==> config.mk <==
export PLATFORM = sky130hd
export DESIGN_NAME = inst_fetch_flat
export DESIGN_NICKNAME = d
export VERILOG_FILES = /design/src/rtl/riscv_pkg.sv /design/src/rtl/inst_fetch_if.sv /design/src/rtl/inst_fetch_fifo.sv /design/src/rtl/inst_fetch.sv /design/src/flat_wrapper.sv
export SDC_FILE = /design/constraint.sdc
export NUM_CORES = 1
export LEC_CHECK = 0
export ABC_AREA = 1
export BUFFER_PORTS_ARGS = -buffer_cell sky130_fd_sc_hd__buf_2
export CAP_MARGIN = 20
export CORE_ASPECT_RATIO = 1.25
export CORE_MARGIN = 5
export CORE_UTILIZATION = 45
export CTS_BUF_LIST = sky130_fd_sc_hd__clkbuf_8
export CTS_CLUSTER_DIAMETER = 200
export CTS_CLUSTER_SIZE = 30
export DETAILED_ROUTE_END_ITERATION = 10
export PLACE_DENSITY = 0.68
export SYNTH_ARGS = -nofsm -noshare
export SYNTH_HDL_FRONTEND = slang
export SYNTH_SLANG_ARGS = --single-unit
==> constraint.sdc <==
create_clock -name clk -period 3.8 [get_ports clk]
set_input_delay 0.57 -clock clk [delete_from_list [all_inputs] [get_ports clk]]
set_output_delay 0.57 -clock clk [all_outputs]
set_load 0.005 [all_outputs]
==> src/rtl/riscv_pkg.sv <==
// Core-wide constants and types shared by fetch, decode and the immediate extractor.
package riscv_pkg;
    localparam int XLEN   = 32;
    localparam int INST_W = 32;

    localparam logic [XLEN-1:0]   RESET_PC_DEF = 32'h0000_0000;
    localparam logic [INST_W-1:0] NOP          = 32'h0000_0013;

    typedef enum logic [6:0] {
        op_R        = 7'b0110011,
        op_I_load   = 7'b0000011,
        op_I_jalr   = 7'b1100111,
        op_I_cal    = 7'b0010011,
        op_S        = 7'b0100011,
        op_B        = 7'b1100011,
        op_U_lui    = 7'b0110111,
        op_U_auipc  = 7'b0010111,
        op_J        = 7'b1101111
    } opcode_e;

    typedef struct packed {
        logic [XLEN-1:0]   pc;
        logic [INST_W-1:0] inst;
    } fetch_entry_t;
endpackage

==> src/rtl/inst_fetch_if.sv <==
// Fetch-stage bus bundle: imem request/response, redirect input and decode handshake.
interface inst_fetch_if;
    import riscv_pkg::*;

    logic              imem_req_valid;
    logic              imem_req_ready;
    logic [XLEN-1:0]   imem_req_addr;
    logic              imem_rsp_valid;
    logic [INST_W-1:0] imem_rsp_data;
    logic              redirect_valid;
    logic [XLEN-1:0]   redirect_pc;
    logic              id_valid;
    logic              id_ready;
    logic [INST_W-1:0] id_inst;
    logic [XLEN-1:0]   id_pc;

    modport master (
        output imem_req_valid, imem_req_addr, id_valid, id_inst, id_pc,
        input  imem_req_ready, imem_rsp_valid, imem_rsp_data,
               redirect_valid, redirect_pc, id_ready
    );

    modport slave (
        input  imem_req_valid, imem_req_addr, id_valid, id_inst, id_pc,
        output imem_req_ready, imem_rsp_valid, imem_rsp_data,
               redirect_valid, redirect_pc, id_ready
    );
endinterface

==> src/rtl/inst_fetch_fifo.sv <==
// Registered instruction buffer of {pc, inst} entries with flush; head reads as zero when empty.
module fetch_fifo
    import riscv_pkg::*;
#(
    parameter  int DEPTH = 2,
    localparam int AW    = $clog2(DEPTH),
    localparam int CW    = AW + 1
) (
    input  logic          clk,
    input  logic          rst_n,
    input  logic          flush,
    input  logic          push,
    input  fetch_entry_t  push_data,
    input  logic          pop,
    output fetch_entry_t  head,
    output logic [CW-1:0] count,
    output logic          empty,
    output logic          full
);
    fetch_entry_t  mem_q [DEPTH];
    fetch_entry_t  mem_d [DEPTH];
    logic [AW-1:0] wr_ptr_q, wr_ptr_d, rd_ptr_q, rd_ptr_d;
    logic [CW-1:0] count_q, count_d;
    logic          do_push, do_pop;

    assign empty   = (count_q == '0);
    assign full    = (count_q == CW'(DEPTH));
    assign count   = count_q;
    assign do_pop  = pop && !empty;
    assign do_push = push && (!full || do_pop);
    assign head    = empty ? '0 : mem_q[rd_ptr_q];

    always_comb begin
        mem_d    = mem_q;
        wr_ptr_d = wr_ptr_q;
        rd_ptr_d = rd_ptr_q;
        count_d  = count_q;
        if (flush) begin
            wr_ptr_d = '0;
            rd_ptr_d = '0;
            count_d  = '0;
        end else begin
            if (do_push) begin
                mem_d[wr_ptr_q] = push_data;
                wr_ptr_d        = wr_ptr_q + AW'(1);
            end
            if (do_pop) rd_ptr_d = rd_ptr_q + AW'(1);
            count_d = count_q + CW'(do_push) - CW'(do_pop);
        end
    end

    always_ff @(posedge clk or negedge rst_n) begin
        if (!rst_n) begin
            mem_q    <= '{default: '0};
            wr_ptr_q <= '0;
            rd_ptr_q <= '0;
            count_q  <= '0;
        end else begin
            mem_q    <= mem_d;
            wr_ptr_q <= wr_ptr_d;
            rd_ptr_q <= rd_ptr_d;
            count_q  <= count_d;
        end
    end
endmodule

==> src/rtl/inst_fetch.sv <==
// Fetch stage: PC, credit-limited imem requests, in-order response buffering, redirect with stale-response drop.
module inst_fetch
    import riscv_pkg::*;
#(
    parameter logic [XLEN-1:0] RESET_PC   = RESET_PC_DEF,
    parameter int              FIFO_DEPTH = 2
) (
    input  logic         clk,
    input  logic         rst_n,
    inst_fetch_if.master fif
);
    localparam int CW = $clog2(FIFO_DEPTH) + 1;

    logic [XLEN-1:0] pc_q, pc_d, rsp_pc_q, rsp_pc_d, redir_pc;
    logic [CW-1:0]   out_q, out_d, drop_q, drop_d, fifo_count;
    logic [CW+1:0]   used;
    logic            accept, rsp_keep, rsp_drop, push, pop, fifo_empty, fifo_full;
    fetch_entry_t    head;

    // Credits count everything that may still land in the buffer, including responses we will discard.
    assign used     = (CW+2)'(out_q) + (CW+2)'(fifo_count) + (CW+2)'(drop_q);
    assign redir_pc = {fif.redirect_pc[XLEN-1:2], 2'b00};

    assign fif.imem_req_valid = rst_n && !fif.redirect_valid && (used < (CW+2)'(FIFO_DEPTH));
    assign fif.imem_req_addr  = pc_q;
    assign fif.id_valid       = !fifo_empty;
    assign fif.id_inst        = head.inst;
    assign fif.id_pc          = head.pc;

    assign accept   = fif.imem_req_valid && fif.imem_req_ready;
    assign rsp_keep = fif.imem_rsp_valid && (drop_q == '0);
    assign rsp_drop = fif.imem_rsp_valid && (drop_q != '0);
    assign pop      = fif.id_valid && fif.id_ready;
    assign push     = rsp_keep && !fif.redirect_valid && (!fifo_full || pop);

    always_comb begin
        pc_d     = pc_q;
        rsp_pc_d = rsp_pc_q;
        out_d    = out_q;
        drop_d   = drop_q;
        if (fif.redirect_valid) begin
            // A response landing now belongs to the flushed stream and consumes one drop.
            pc_d     = redir_pc;
            rsp_pc_d = redir_pc;
            out_d    = '0;
            drop_d   = drop_q + out_q - CW'(fif.imem_rsp_valid);
        end else begin
            if (accept)   pc_d     = pc_q + 32'd4;
            if (rsp_keep) rsp_pc_d = rsp_pc_q + 32'd4;
            out_d  = out_q + CW'(accept) - CW'(rsp_keep);
            drop_d = drop_q - CW'(rsp_drop);
        end
    end

    always_ff @(posedge clk or negedge rst_n) begin
        if (!rst_n) begin
            pc_q     <= RESET_PC;
            rsp_pc_q <= RESET_PC;
            out_q    <= '0;
            drop_q   <= '0;
        end else begin
            pc_q     <= pc_d;
            rsp_pc_q <= rsp_pc_d;
            out_q    <= out_d;
            drop_q   <= drop_d;
        end
    end

    fetch_fifo #(.DEPTH(FIFO_DEPTH)) u_fifo (
        .clk       (clk),
        .rst_n     (rst_n),
        .flush     (fif.redirect_valid),
        .push      (push),
        .push_data ('{pc: rsp_pc_q, inst: fif.imem_rsp_data}),
        .pop       (pop),
        .head      (head),
        .count     (fifo_count),
        .empty     (fifo_empty),
        .full      (fifo_full)
    );
endmodule

==> src/flat_wrapper.sv <==
// flat-port wrapper written by rule: the top's interface ports become plain ports
module inst_fetch_flat import riscv_pkg::*;
#(
    parameter logic [XLEN-1:0] RESET_PC   = RESET_PC_DEF,
    parameter int              FIFO_DEPTH = 2
)
  (clk, rst_n, fif_imem_req_valid, fif_imem_req_addr, fif_id_valid, fif_id_inst, fif_id_pc, fif_imem_req_ready, fif_imem_rsp_valid, fif_imem_rsp_data, fif_redirect_valid, fif_redirect_pc, fif_id_ready);
  inst_fetch_if fif_i ();
  input  logic clk;
  input  logic rst_n;
  output wire logic [$bits(fif_i.imem_req_valid)-1:0] fif_imem_req_valid;
  output wire logic [$bits(fif_i.imem_req_addr)-1:0] fif_imem_req_addr;
  output wire logic [$bits(fif_i.id_valid)-1:0] fif_id_valid;
  output wire logic [$bits(fif_i.id_inst)-1:0] fif_id_inst;
  output wire logic [$bits(fif_i.id_pc)-1:0] fif_id_pc;
  input wire logic [$bits(fif_i.imem_req_ready)-1:0] fif_imem_req_ready;
  input wire logic [$bits(fif_i.imem_rsp_valid)-1:0] fif_imem_rsp_valid;
  input wire logic [$bits(fif_i.imem_rsp_data)-1:0] fif_imem_rsp_data;
  input wire logic [$bits(fif_i.redirect_valid)-1:0] fif_redirect_valid;
  input wire logic [$bits(fif_i.redirect_pc)-1:0] fif_redirect_pc;
  input wire logic [$bits(fif_i.id_ready)-1:0] fif_id_ready;
  assign fif_imem_req_valid = fif_i.imem_req_valid;
  assign fif_imem_req_addr = fif_i.imem_req_addr;
  assign fif_id_valid = fif_i.id_valid;
  assign fif_id_inst = fif_i.id_inst;
  assign fif_id_pc = fif_i.id_pc;
  assign fif_i.imem_req_ready = fif_imem_req_ready;
  assign fif_i.imem_rsp_valid = fif_imem_rsp_valid;
  assign fif_i.imem_rsp_data = fif_imem_rsp_data;
  assign fif_i.redirect_valid = fif_redirect_valid;
  assign fif_i.redirect_pc = fif_redirect_pc;
  assign fif_i.id_ready = fif_id_ready;
  inst_fetch #(.RESET_PC(RESET_PC), .FIFO_DEPTH(FIFO_DEPTH)) u_core (.clk(clk), .rst_n(rst_n), .fif(fif_i));
endmodule
* Yosys cells after proc, flatten, opt, wreduce, memory -nomap -nowiden
Index checks and enable logic that the tools add are counted.
** Word-level totals
- Output and inout bits :: 98
- Bits in latches :: 0
- Input port bits :: 70
- Memories kept :: 0
- Memory bits (writable) :: 0
- ROM bits :: 0
- Register bits :: 200
** Cells by class
- Reduce and logical (&&, ||, !) cells :: 24
- Bitwise logic cells :: 3
- Magnitude comparators :: 4
- Div/mod/pow operators :: 0
- Multiply operators :: 0
- Add/sub/neg operators :: 13
- Equal/unequal tests :: 1
- Shift-type cells :: 0
- Mux-type cells :: 18
** Operator list (number)
- 2-to-1 mux 64 bit :: 5
- bitwise mux 128 bit :: 1
- 2-to-1 mux 32 bit :: 4
- adder 32 x 3 -> 32 bit (second input constant) :: 2
- demux 64 bit (select 1 bit) :: 1
- logical AND 1 bit :: 11
- nonzero test 2 bit :: 5
- subtractor 2 x 1 -> 2 bit :: 4
- 2-to-1 mux 2 bit :: 3
- adder 2 x 1 -> 2 bit :: 2
- adder 4 x 2 -> 4 bit :: 1
- >= comparator 2 bit (second input constant) :: 2
- logical NOT 2 bit :: 2
- < comparator 4 x 2 -> 1 bit (second input constant) :: 1
- 2-to-1 mux 1 bit :: 4
- inverter 1 -> 2 bit :: 2
- adder 2 x 2 -> 3 bit :: 1
- logical NOT 1 bit :: 3
- adder 1 bit (second input constant) :: 2
- adder 2 bit :: 1
- == test 2 bit (second input constant) :: 1
- logical OR 1 bit :: 2
- < comparator 2 x 1 -> 1 bit (second input constant) :: 1
- AND reduction 2 bit :: 1
- inverter 1 bit :: 1

* Logic depth before layout (Yosys ltp)
- Word-level depth :: 9
- Depth in mapped cells :: 13

* Hierarchy
A second synthesis with hierarchy kept.
** Unflattened totals
- Cell total of the unflattened synthesis :: 1566
- Area total of the unflattened synthesis :: 11257.0 µm²
** By module, submodules not included
- fetch_fifo :: cells each 818, instances 1, area an instance 6470.0 µm², sequential area each 3303.2 µm²
- inst_fetch :: cells each 748, instances 1, area an instance 4787.1 µm², sequential area each 1601.5 µm²

* Least setup slack after synthesis
OpenSTA, ideal clock, no wires.
- Path type :: register to register
- Start :: register u_core.u_fifo.count_q[0], in the netlist u_core.u_fifo.count[0]
- End :: register u_core.out_q[1]
- Data required time :: 3.669 ns
- Cell stages (with the launch flop) :: 14
- Buffers on the path :: 2
- Library setup time :: 0.131 ns
- Data arrival time :: 2.640 ns
- Setup slack :: 1.029 ns
- Cells stage by stage :: dfrtp_1 -> ha_1 -> fa_1 -> inv_1 -> fa_1 -> nand3_1 -> a21oi_2 -> nand3_2 -> inv_1 -> buf_4 -> buf_6 -> ha_1 -> xor2_1 -> nor2_1
** On the way
- Cells in the longest elaborated chain, start to end :: 8
** Ends and longest elaborated chain
- start, declared :: line inst_fetch_fifo.sv:23 : logic [CW-1:0] count_q, count_d;
- start signal, assigned :: line inst_fetch_fifo.sv:62 : count_q <= count_d;
- adder 2 x 2 -> 3 bit :: line inst_fetch.sv:21 : assign used = (CW+2)'(out_q) + (CW+2)'(fifo_count) + (CW+2)'(drop_q);
- adder 4 x 2 -> 4 bit :: line inst_fetch.sv:21
- < comparator 4 x 2 -> 1 bit :: line inst_fetch.sv:24 : assign fif.imem_req_valid = rst_n && !fif.redirect_valid && (used < (CW+2)'(FIFO_DEPTH));
- logical AND 1 bit :: line inst_fetch.sv:24
- logical AND 1 bit :: line inst_fetch.sv:30 : assign accept = fif.imem_req_valid && fif.imem_req_ready;
- adder 2 x 1 -> 2 bit :: line inst_fetch.sv:50 : out_d = out_q + CW'(accept) - CW'(rsp_keep);
- subtractor 2 x 1 -> 2 bit :: line inst_fetch.sv:50
- 2-to-1 mux 2 bit :: line inst_fetch.sv:41 : if (fif.redirect_valid) begin
- net u_core.out_d[1] :: line inst_fetch.sv:15 : logic [CW-1:0] out_q, out_d, drop_q, drop_d, fifo_count;
- end signal, assigned :: line inst_fetch.sv:64 : out_q <= out_d;
- end, declared :: line inst_fetch.sv:15
The timed path passes the listed nets, and every way through them passes these cells.
A chain may end at the register's enable or synchronous reset.

* Worst setup path in the final report
- Start :: register u_core.u_fifo.count_q[0], in the netlist u_core.u_fifo.count[0]
- End :: output fif_imem_req_valid
** On the way
- Cells in the longest elaborated chain, start to end :: 4
** Ends and longest elaborated chain
- adder 2 x 2 -> 3 bit :: line inst_fetch.sv:21
- adder 4 x 2 -> 4 bit :: line inst_fetch.sv:21
- < comparator 4 x 2 -> 1 bit :: line inst_fetch.sv:24
- logical AND 1 bit :: line inst_fetch.sv:24
- end, declared :: line flat_wrapper.sv:11 : output wire logic [$bits(fif_i.imem_req_valid)-1:0] fif_imem_req_valid;
Every way passes these cells.

==> flow_summary.yaml <==
drt:
  remaining_drc_errors: 0
  wl_per_cell_um: 14.84
  firstDrtPassIters: 5
  ant_nets: 0
  vias: 9069
  drt_wl_total_um: 26500
  drt_iter0_markers: 586
  viasPerCell: 5.078
power:
  p_comb_frac: 0.367
  internal_power_w: 0.004298
  p_sw_w: 0.002946
  peakVddDrop_uv: 259.6
  pwr-share-clk: 0.180
  p_leak_nw: 5.820
  design_power_total_w: 0.007244
  p_per_area_mw_per_mm2: 630.4
  p_seq_frac: 0.454
  sw_frac_of_total: 0.4067
sta:
  period_share: 0.8407
  period_minus_slack_ns: 3.195
  clock_skew_ns: 0.02308
  fin_tns_setup_ns: 0
  setup_viol_count_final: 0
  rsz0062_at_grt: "no"
  tightest_slew_ns: 0.9481
  finalHoldViolCount: 0
  slew_viol_final: 0
  worst_slew_margin_rel: 0.3679
  timing.fmax_mhz: 313.0
place:
  hpwl_um: 18400
  place.gp.congestion: 0.9290
  portBuffers: 161
setup_path:
  path_buf_inv: 3
  reg2reg_to: "u_core.fif.imem_req_addr[30]$_DFFE_PN0P_"
  critPathKind: "reg -> out"
  crit_path_max_fanout: 4
  crit_slowest_cell: "fa_1"
  crit_path_start_kind: "register"
  r2r_slack_ns: 0.75
  crit_family: "adder cells"
  reg2reg_depth: 12
  cpPeakStageDelay_ns: 0.51
  cp_cell_sequence: "ha_1 -> fa_1 -> inv_1 -> fa_1 -> nand3_1 -> a21oi_2 -> nand2_1 -> inv_1 -> buf_2"
  crit_arrival_ns: 2.62
  rr_startpoint: "u_core.u_fifo.count[0]$_DFF_PN0_"
  critPathCaptureType: "output port"
  required_ns: 3.23
synthesis:
  synth-seq-area-share: 0.4743
  synth_cells: 1359
  synth_edf_count: 0
  async_reset_ff_frac: 1.000
  synth_area_per_cell_um2: 7.454
  synth.distinct_cells: 39
  yosys_warnings: 0
  synth_flop_cell: "dfrtp_1"
  ys_seq_elements: 192
  syn_area_mm2: 0.01013
clock_tree:
  ctsLongestPathBuffers: 2
  clk_pin_slew_ns: 0.11
  clkLatencyLatePin_ns: 0.46
  cts_tree: "done"
  root_buffer: "clkbuf_8"
  h-tree-depth: 4
  cts_buffers: 17
  cts-resized-gates: 0
  clock-sinks: 192
  hold_buffers: 0
  cts_setup_buffers: 0
global_route:
  grtUsageTotal: 0.2092
  gr-max-usage-layer: "met2"
  grt_max_degree: 125
  use_met2: 0.3478
  grt_pass1_vias: 8672
  gr-usage-met1: 0.2833
  antenna_found_initial: 0
  global_route.usage.met3: 0.03720
  grt_pass1_wl_um: 43100
  overflow: 0
floorplanning:
  dieArea_mm2: 0.02563
  die_w_um: 144.2
  die_h_um: 177.7
  std_cell_rows: 61
  ios: 168
  core_area_mm2: 0.02221
  initial_core_util: 0.4561
cells_and_area:
  areaGrowthSynthToFinish_pct: 13.44
  n_antenna_cell: 0
  drive_gt1_frac: 0.1517
  final_nets: 1573
min_path:
  hp-class: "in -> async"
run:
  drv_cap: 0
run_status:
  run_status: "finished clean"
[power by group through the flow]
stage | Sequential (W) | Clock [W] | Combinational [W]
2_1_floorplan | 0.00320 | 0 | 0.00183
3_3_place_gp | 0.00329 | 0 | 0.00263
3_5_place_dp | 0.00331 | 0 | 0.00270
4_1_cts | 0.00328 | 0.00134 | 0.00271
5_1_grt | 0.00339 | 0.00143 | 0.00307
6_report | 0.00329 | 0.00130 | 0.00266
[layout by cell type (no fill, tap or decap), types with 4 or more instances in the layout]
cell type,n
a21oi_1,77
buf_2,160
buf_4,12
clkbuf_8,20
conb_1,4
dfrtp_1,191
ha_1,11
inv_1,117
inv_2,5
inv_6,4
nand2_1,499
nand3_1,82
nand3b_1,5
nand4_1,5
nor2_1,89
o211ai_1,10
o21ai_0,93
o21ai_1,47
xnor2_1,12
xor2_1,18
[metal layers]
metal	vias up	wire length (µm)
li1	4573	-
met1	4192	11910
met2	277	12520
met3	27	1665
met4	0	406
met5	-	0
[flip-flops by register name (all words and copies together) (netlist names)]
register,count
u_core.out_q,2
u_core.u_fifo.wr_ptr_q,1
u_core.u_fifo.mem_q,124
u_core.u_fifo.rd_ptr_q,1
u_core.drop_q,2
u_core.fif.imem_req_addr,30
u_core.u_fifo.count,2
u_core.rsp_pc_q,30
[logic make-up (layout without fill, tap and decap cells)]
family | count (synthesis) | count (layout) | synth area share
buffers and inverters | 188 | 329 | 0.07992
AO/OA/AOI/OAI | 240 | 240 | 0.1248
AND/OR/NAND/NOR | 695 | 695 | 0.2772
adder cells (fa/ha/maj) | 13 | 13 | 0.01754
XOR/XNOR | 30 | 30 | 0.02594
other | 1 | 4 | 0.0003702
flip-flops | 192 | 192 | 0.4743
[worst max path at each step]
stage | end | from | depth (start not counted) | slack (ns)
2_1_floorplan | u_core.out_q[1]$_DFF_PN0_ | u_core.u_fifo.count[0]$_DFF_PN0_ | 13 | 1.03
3_3_place_gp | u_core.fif.imem_req_addr[30]$_DFFE_PN0P_ | u_core.u_fifo.count[0]$_DFF_PN0_ | 12 | 0.75
3_5_place_dp | u_core.fif.imem_req_addr[30]$_DFFE_PN0P_ | u_core.u_fifo.count[0]$_DFF_PN0_ | 12 | 0.72
4_1_cts | fif_imem_req_valid | u_core.u_fifo.count[0]$_DFF_PN0_ | 9 | 0.55
5_1_grt | fif_imem_req_valid | u_core.u_fifo.count[0]$_DFF_PN0_ | 9 | 0.40
6_report | fif_imem_req_valid | u_core.u_fifo.count[0]$_DFF_PN0_ | 9 | 0.61
[synth_stat cells (5+ instances only)]
| cell type | n | area share |
|---|---|---|
| inv_2 | 5 | 0.0019 |
| buf_4 | 6 | 0.0044 |
| nand3b_1 | 5 | 0.0037 |
| o211ai_1 | 10 | 0.0074 |
| clkbuf_1 | 33 | 0.012 |
| inv_1 | 117 | 0.043 |
| buf_6 | 8 | 0.0089 |
| a21oi_1 | 77 | 0.038 |
| dfrtp_1 | 192 | 0.47 |
| buf_2 | 16 | 0.0079 |
| nand4_1 | 5 | 0.0031 |
| xor2_1 | 18 | 0.016 |
| nand3_1 | 82 | 0.041 |
| o21ai_0 | 93 | 0.046 |
| xnor2_1 | 12 | 0.010 |
| nand2_1 | 500 | 0.19 |
| nor2_1 | 90 | 0.033 |
| ha_1 | 11 | 0.014 |
| o21ai_1 | 47 | 0.023 |
[through the flow]
step                      hold WS (ns)  std cells  setup WS, ns  instance area, µm²  utilization
after global placement          0.4621       1754        0.7504               11110       0.5001
after CTS                      0.05783       1786        0.5487               11490       0.5174
after floorplan                 0.2744       1362         1.029               10140            -
final                          0.06519       1786        0.6055               11490       0.5174
after detailed placement        0.4727       1754        0.7216               11110       0.5001
after global routing           0.05460       1786        0.4001               11490       0.5174
[layout make-up]
class,instances,area (µm²)
timing repair buffer,175,944.7
multi-input combinational,982,4544
inverter,122,457.9
tap,283,354.1
clock buffer,19,261.5
fill,2156,10720
clock inverter,13,122.6
sequential,192,4806
[worst register-to-register path, stage by stage (launching register included)]
cell and delay [ns]:
dfrtp_1 0.44, ha_1 0.23, fa_1 0.51, inv_1 0.06, fa_1 0.47, nand3_1 0.09, a21oi_2 0.17, nand3_2 0.23
inv_1 0.32, buf_4 0.24, nand3_1 0.09, nand3_1 0.07, inv_1 0.04
No activity file was read; power rests on OpenSTA's default activity.
